**src/rtl/cp0_ctrl.sv**
```systemverilog
`default_nettype none
// ============================================================================
// Module   : cp0_ctrl
// Brief    : Commit-stage MIPS CP0: BadVAddr/Count/Compare/Status/Cause/EPC,
//            interrupt > exception > ERET arbitration, same-cycle flush.
//            Timer (Count/Compare/prescaler/TI) present only with CP0_TIMER_EN.
// Revision : 1.0 - initial release
// ============================================================================
module cp0_ctrl #(
   parameter int          HW_INT_NUM = 6,
   parameter int          TIMER_DIV  = 2,
   parameter logic [31:0] EXC_VECTOR = 32'hBFC0_0380
) (
   input  logic                  clk,
   input  logic                  reset,
   input  logic [HW_INT_NUM-1:0] hw_int,
   input  logic                  commit_valid,
   input  logic [31:0]           commit_pc,
   input  logic                  commit_in_ds,
   input  logic                  commit_exc,
   input  logic [4:0]            commit_exccode,
   input  logic                  commit_badv_en,
   input  logic [31:0]           commit_badvaddr,
   input  logic                  commit_eret,
   input  logic                  mtc0_wen,
   input  logic [4:0]            mtc0_addr,
   input  logic [31:0]           mtc0_wdata,
   input  logic [4:0]            mfc0_addr,
   output logic [31:0]           mfc0_rdata,
   output logic                  flush,
   output logic [31:0]           flush_pc,
   output logic                  int_pending
);

   localparam logic [4:0] c_reg_badv    = 5'd8;
   localparam logic [4:0] c_reg_count   = 5'd9;
   localparam logic [4:0] c_reg_compare = 5'd11;
   localparam logic [4:0] c_reg_status  = 5'd12;
   localparam logic [4:0] c_reg_cause   = 5'd13;
   localparam logic [4:0] c_reg_epc     = 5'd14;

   generate
      if (HW_INT_NUM < 1 || HW_INT_NUM > 6) begin : g_bad_hw_int_num
         $error("cp0_ctrl: HW_INT_NUM must be 1..6");
      end
      if (TIMER_DIV < 1 || TIMER_DIV > 16) begin : g_bad_timer_div
         $error("cp0_ctrl: TIMER_DIV must be 1..16");
      end
   endgenerate

   logic [31:0]           r_badvaddr;
   logic [31:0]           r_epc;
   logic [7:0]            r_im;
   logic                  r_exl;
   logic                  r_ie;
   logic                  r_bd;
   logic [4:0]            r_exccode;
   logic [1:0]            r_ip_sw;
   logic [HW_INT_NUM-1:0] r_hw;

   logic                  w_ti;
   logic [31:0]           w_count;
   logic [31:0]           w_compare;
   logic [5:0]            w_hw6;
   logic [7:0]            w_ip;
   logic                  w_take_int;
   logic                  w_take_exc;
   logic                  w_take_eret;
   logic                  w_trap;
   logic                  w_wr;

   // Lines beyond HW_INT_NUM read as zero in Cause.IP
   generate
      for (genvar i = 0; i < 6; i++) begin : g_hw_map
         if (i < HW_INT_NUM) begin : g_used
            assign w_hw6[i] = r_hw[i];
         end else begin : g_unused
            assign w_hw6[i] = 1'b0;
         end
      end
   endgenerate

   assign w_ip        = {w_hw6[5] | w_ti, w_hw6[4:0], r_ip_sw};
   assign int_pending = |(w_ip & r_im);

   assign w_take_int  = commit_valid & r_ie & ~r_exl & int_pending;
   assign w_take_exc  = commit_valid & commit_exc & ~w_take_int;
   assign w_take_eret = commit_valid & commit_eret & ~commit_exc & ~w_take_int;
   assign w_trap      = w_take_int | w_take_exc;
   assign flush       = w_trap | w_take_eret;
   assign flush_pc    = w_take_eret ? r_epc : EXC_VECTOR;
   assign w_wr        = mtc0_wen & ~flush;

   always_ff @(posedge clk) begin
      if (reset) begin
         r_badvaddr <= 32'd0;
         r_epc      <= 32'd0;
         r_im       <= 8'd0;
         r_exl      <= 1'b0;
         r_ie       <= 1'b0;
         r_bd       <= 1'b0;
         r_exccode  <= 5'd0;
         r_ip_sw    <= 2'd0;
         r_hw       <= '0;
      end else begin
         r_hw <= hw_int;
         if (w_trap) begin
            // A nested trap keeps the original return point
            if (!r_exl) begin
               r_epc <= commit_in_ds ? (commit_pc - 32'd4) : commit_pc;
               r_bd  <= commit_in_ds;
            end
            r_exccode <= w_take_int ? 5'd0 : commit_exccode;
            r_exl     <= 1'b1;
            if (w_take_exc && commit_badv_en) begin
               r_badvaddr <= commit_badvaddr;
            end
         end else if (w_take_eret) begin
            r_exl <= 1'b0;
         end else if (w_wr) begin
            if (mtc0_addr == c_reg_status) begin
               r_im  <= mtc0_wdata[15:8];
               r_exl <= mtc0_wdata[1];
               r_ie  <= mtc0_wdata[0];
            end
            if (mtc0_addr == c_reg_cause) begin
               r_ip_sw <= mtc0_wdata[9:8];
            end
            if (mtc0_addr == c_reg_epc) begin
               r_epc <= mtc0_wdata;
            end
            if (mtc0_addr == c_reg_badv) begin
               r_badvaddr <= mtc0_wdata;
            end
         end
      end
   end

`ifdef CP0_TIMER_EN
   localparam int c_presc_w = (TIMER_DIV > 1) ? $clog2(TIMER_DIV) : 1;
   localparam logic [c_presc_w-1:0] c_presc_max = c_presc_w'(TIMER_DIV - 1);

   logic [c_presc_w-1:0] r_presc;
   logic [31:0]          r_count;
   logic [31:0]          r_compare;
   logic                 r_ti;
   logic                 w_wr_count;
   logic                 w_wr_compare;

   assign w_wr_count   = w_wr & (mtc0_addr == c_reg_count);
   assign w_wr_compare = w_wr & (mtc0_addr == c_reg_compare);

   always_ff @(posedge clk) begin
      if (reset) begin
         r_presc   <= '0;
         r_count   <= 32'd0;
         r_compare <= 32'd0;
         r_ti      <= 1'b0;
      end else begin
         if (w_wr_count) begin
            r_count <= mtc0_wdata;
            r_presc <= '0;
         end else if (r_presc == c_presc_max) begin
            r_presc <= '0;
            r_count <= r_count + 32'd1;
         end else begin
            r_presc <= r_presc + c_presc_w'(1);
         end
         // Writing Compare acknowledges the timer even on a matching cycle
         if (w_wr_compare) begin
            r_compare <= mtc0_wdata;
            r_ti      <= 1'b0;
         end else if (r_count == r_compare) begin
            r_ti <= 1'b1;
         end
      end
   end

   assign w_ti      = r_ti;
   assign w_count   = r_count;
   assign w_compare = r_compare;
`else
   assign w_ti      = 1'b0;
   assign w_count   = 32'd0;
   assign w_compare = 32'd0;
`endif

   always_comb begin
      mfc0_rdata = 32'd0;
      case (mfc0_addr)
         c_reg_badv:    mfc0_rdata = r_badvaddr;
         c_reg_count:   mfc0_rdata = w_count;
         c_reg_compare: mfc0_rdata = w_compare;
         c_reg_status:  mfc0_rdata = {9'd0, 1'b1, 6'd0, r_im, 6'd0, r_exl, r_ie};
         c_reg_cause:   mfc0_rdata = {r_bd, w_ti, 14'd0, w_ip, 1'b0, r_exccode, 2'b00};
         c_reg_epc:     mfc0_rdata = r_epc;
         default:       mfc0_rdata = 32'd0;
      endcase
   end

endmodule
`default_nettype wire

```
**config.mk**
```make
export PLATFORM = sky130hd
export DESIGN_NAME = cp0_ctrl
export DESIGN_NICKNAME = d
export VERILOG_FILES = /design/src/rtl/cp0_ctrl.sv
export SDC_FILE = /design/constraint.sdc
export NUM_CORES = 1
export LEC_CHECK = 0
export CAP_MARGIN = 10
export CORE_ASPECT_RATIO = 0.8
export CORE_MARGIN = 2
export CORE_UTILIZATION = 45
export CTS_CLUSTER_DIAMETER = 120
export DETAILED_ROUTE_END_ITERATION = 8
export PLACE_DENSITY = 0.9
export SLEW_MARGIN = 20
export SYNTH_ARGS = -nofsm -noshare
export SYNTH_HDL_FRONTEND = slang
export SYNTH_SLANG_ARGS = --single-unit
```
**constraint.sdc**
```tcl
create_clock -name clk -period 3.6 [get_ports clk]
set_input_delay 0.9 -clock clk [delete_from_list [all_inputs] [get_ports clk]]
set_output_delay 0.9 -clock clk [all_outputs]
set_load 0.1 [all_outputs]
```
==> impl_metrics.json <==
{
  "status": "completed",
  "synthArstFlopShare": 0,
  "grt_pass1_wl_um": 35800,
  "ctsLongestPathBuffers": 2,
  "clk_pin_slew_worst_paths_ns": 0.07,
  "yosys.area.top_type": "dfxtp_1",
  "chipWidth_um": 124,
  "yosys-top-cells-count": "nand2_1 (110), dfxtp_1 (88), nor2_1 (63)",
  "pin_count": 191,
  "nets": 963,
  "syn_nets": 788,
  "whs_ns": 0.472,
  "diodes": 0,
  "gp_congestion": 1.06,
  "synth_warnings": 0,
  "final_cells": 986,
  "yosys_most_used_dff": "dfxtp_1",
  "crit_required_ns": 2.70,
  "power.density_mw_per_mm2": 326,
  "hold_class": "register to register",
  "rows": 34,
  "via_per_inst": 6.73,
  "wl_per_cell_um": 24.0,
  "ys_top_cells_by_area": "dfxtp_1 (34%), nand2_1 (8.0%), a311oi_1 (5.6%)",
  "cts_buffers": 9,
  "crit_path_start_kind": "input port",
  "fmax_mhz": 285,
  "fin_util": 0.760,
  "critical_path.cell_chain": "clkdlybuf4s50_1, or4b_4, nor2_1, buf_4, a22oi_1, nand2_4, buf_12",
  "maxCapViolCount": 0,
  "critPathKind": "input port to output port",
  "fin_skew_ns": 0.0101,
  "tightestPinTransition_ns": 0.652,
  "port_buffers": 190,
  "h-tree-depth": 3,
  "wirelength_um": 23700,
  "antenna_left": 0,
  "ir_drop_mv": 0.309,
  "finalCritPeriodShare": 0.976,
  "antenna_found_initial": 0,
  "drc": 0,
  "clock_latency_ns": 0.35,
  "cts_resized": 4,
  "grt_pass1_vias": 6366,
  "drt_iter0_markers": 1232,
  "die_area_sq_mm": 0.0124,
  "cts_setup_buffers": 0,
  "drive_gt1_frac": 0.184,
  "dpl.cell_count": 970,
  "synth_edf_count": 0,
  "hold_violations": 0,
  "synth_cells": 662,
  "via_count": 6639,
  "grt_use_total": 0.379,
  "grt_max_degree": 65,
  "synthToLayoutAreaGrowth_pct": 62.0,
  "critPathMaxStageDelay_ns": 0.58,
  "initial_core_util": 0.469,
  "cts_tree": "yes",
  "synth_top_area_share": 0.341,
  "ys_ff_latch": 88,
  "leakage_nw": 3.12,
  "finalSetupViolations": 0,
  "place_ws_ns": -0.110,
  "synth.most_common_cell": "nand2_1",
  "path_max_fanout": 8,
  "crit_path_end_kind": "output port",
  "rsz0062_at_grt": "no",
  "slowest_stage": "or4b_4",
  "finalCriticalPeriod_ns": 3.51,
  "cts.sinks": 88,
  "dr.pass1.iters": 7,
  "slew_violations": 0,
  "clockRootBuffer": "clkbuf_16",
  "ys_types": 60,
  "postCtsHoldBufs": 0,
  "core_sq_mm": 0.0110,
  "yosysSeqAreaShare": 0.341,
  "setup_slack_ns": 0.0855,
  "place_hpwl_um": 16900,
  "avgSynthCellArea_sq_um": 7.81,
  "die_h_um": 99.9,
  "grt.overflow.total": 0,
  "slew_headroom": 0.565,
  "synth_area_sq_mm": 0.00517,
  "cp.arrival_ns": 2.61
}
layer usage:
metal	wire [um]	global-route usage	vias to the layer above
li1	-	-	2783
met1	8690	0.486	3046
met2	10300	0.586	661
met3	3270	0.104	149
met4	1400	0.190	0
met5	0	0	-
cell usage in the layout (no fill, tap or decap), types with 6 or more instances in the layout:
master / Yosys / layout
a21oi_1: 23 / 22
and2_1: 22 / 21
nor4_1: 10 / 10
xnor2_1: 7 / 7
nand3b_1: 7 / 7
buf_12: 0 / 68
nor2_1: 63 / 62
nand2b_1: 20 / 20
o21ai_0: 15 / 12
nand2_4: 0 / 8
o22ai_1: 15 / 15
a22o_2: 0 / 12
nand2_2: 1 / 7
buf_4: 1 / 26
nor3_1: 11 / 11
nand2_1: 110 / 96
mux2i_1: 13 / 13
dfxtp_1: 88 / 88
xor2_1: 19 / 19
nor2b_1: 6 / 6
clkdlybuf4s50_1: 0 / 123
a221oi_1: 12 / 12
clkbuf_16: 0 / 9
a22oi_1: 31 / 31
nand3_1: 18 / 18
a311oi_1: 33 / 33
o221ai_1: 9 / 9
state kept, by name, summed over array words and instances (netlist names):
| signal | count |
|---|---|
| r_exl | 1 |
| r_bd | 1 |
| r_hw | 6 |
| r_exccode | 5 |
| r_badvaddr | 32 |
| r_ie | 1 |
| r_epc | 32 |
| r_im | 8 |
| r_ip_sw | 2 |
worst paths after layout:
check             slack [ns]          from  depth (start not counted)        endpoint
setup / recovery        0.09  mfc0_addr[0]                          7  mfc0_rdata[14]
hold reg to reg         0.47  r_exccode[2]                          2    r_exccode[2]
hold / removal          0.47  r_exccode[2]                          2    r_exccode[2]
setup reg to reg        1.16       r_im[6]                          7   r_badvaddr[0]
layout make-up:
class | count | area, sq um
Tap cell | 144 | 180
Sequential cell | 88 | 1760
Fill cell | 618 | 2650
Timing Repair Buffer | 220 | 2820
Clock inverter | 7 | 101
Multi-Input combinational cell | 512 | 3260
Inverter | 6 | 23.8
Clock buffer | 9 | 225
metrics by stage:
step           TNS (ns)  instance area, sq um  power, mW
2_1_floorplan     -1.04                  5270       1.37
3_3_place_gp      -1.50                  8030       1.65
3_5_place_dp      -2.19                  8030       1.68
4_1_cts               0                  8370       2.70
5_1_grt               0                  8370       2.79
6_report              0                  8370       2.73
power by group:
part	switching [mW]	internal, mW	leakage (nW)
sequential	0.0527	1.03	0.720
combinational	0.346	0.272	2.25
clock	0.422	0.615	0.153
critical path, delay by kind of cell:
kind	cells	cell delay, ns
AOI/OAI and AO/OA	1	0.12
buffers and inverters	3	0.78
and+or+nand+nor	3	0.81
cell families (layout without fill, tap and decap cells):
| family | count (synthesis) | in the layout | synth area share |
|---|---|---|---|
| AO/OA/AOI/OAI | 171 | 171 | 0.248 |
| XOR/XNOR | 26 | 26 | 0.0441 |
| adder cells (fa/ha/maj) | 1 | 1 | 0.00242 |
| buffers and inverters | 62 | 242 | 0.0508 |
| flip-flops | 88 | 88 | 0.341 |
| multiplexers | 14 | 14 | 0.0274 |
| AND/OR/NAND/NOR | 300 | 300 | 0.287 |
Power figures use the tool's default switching activity.
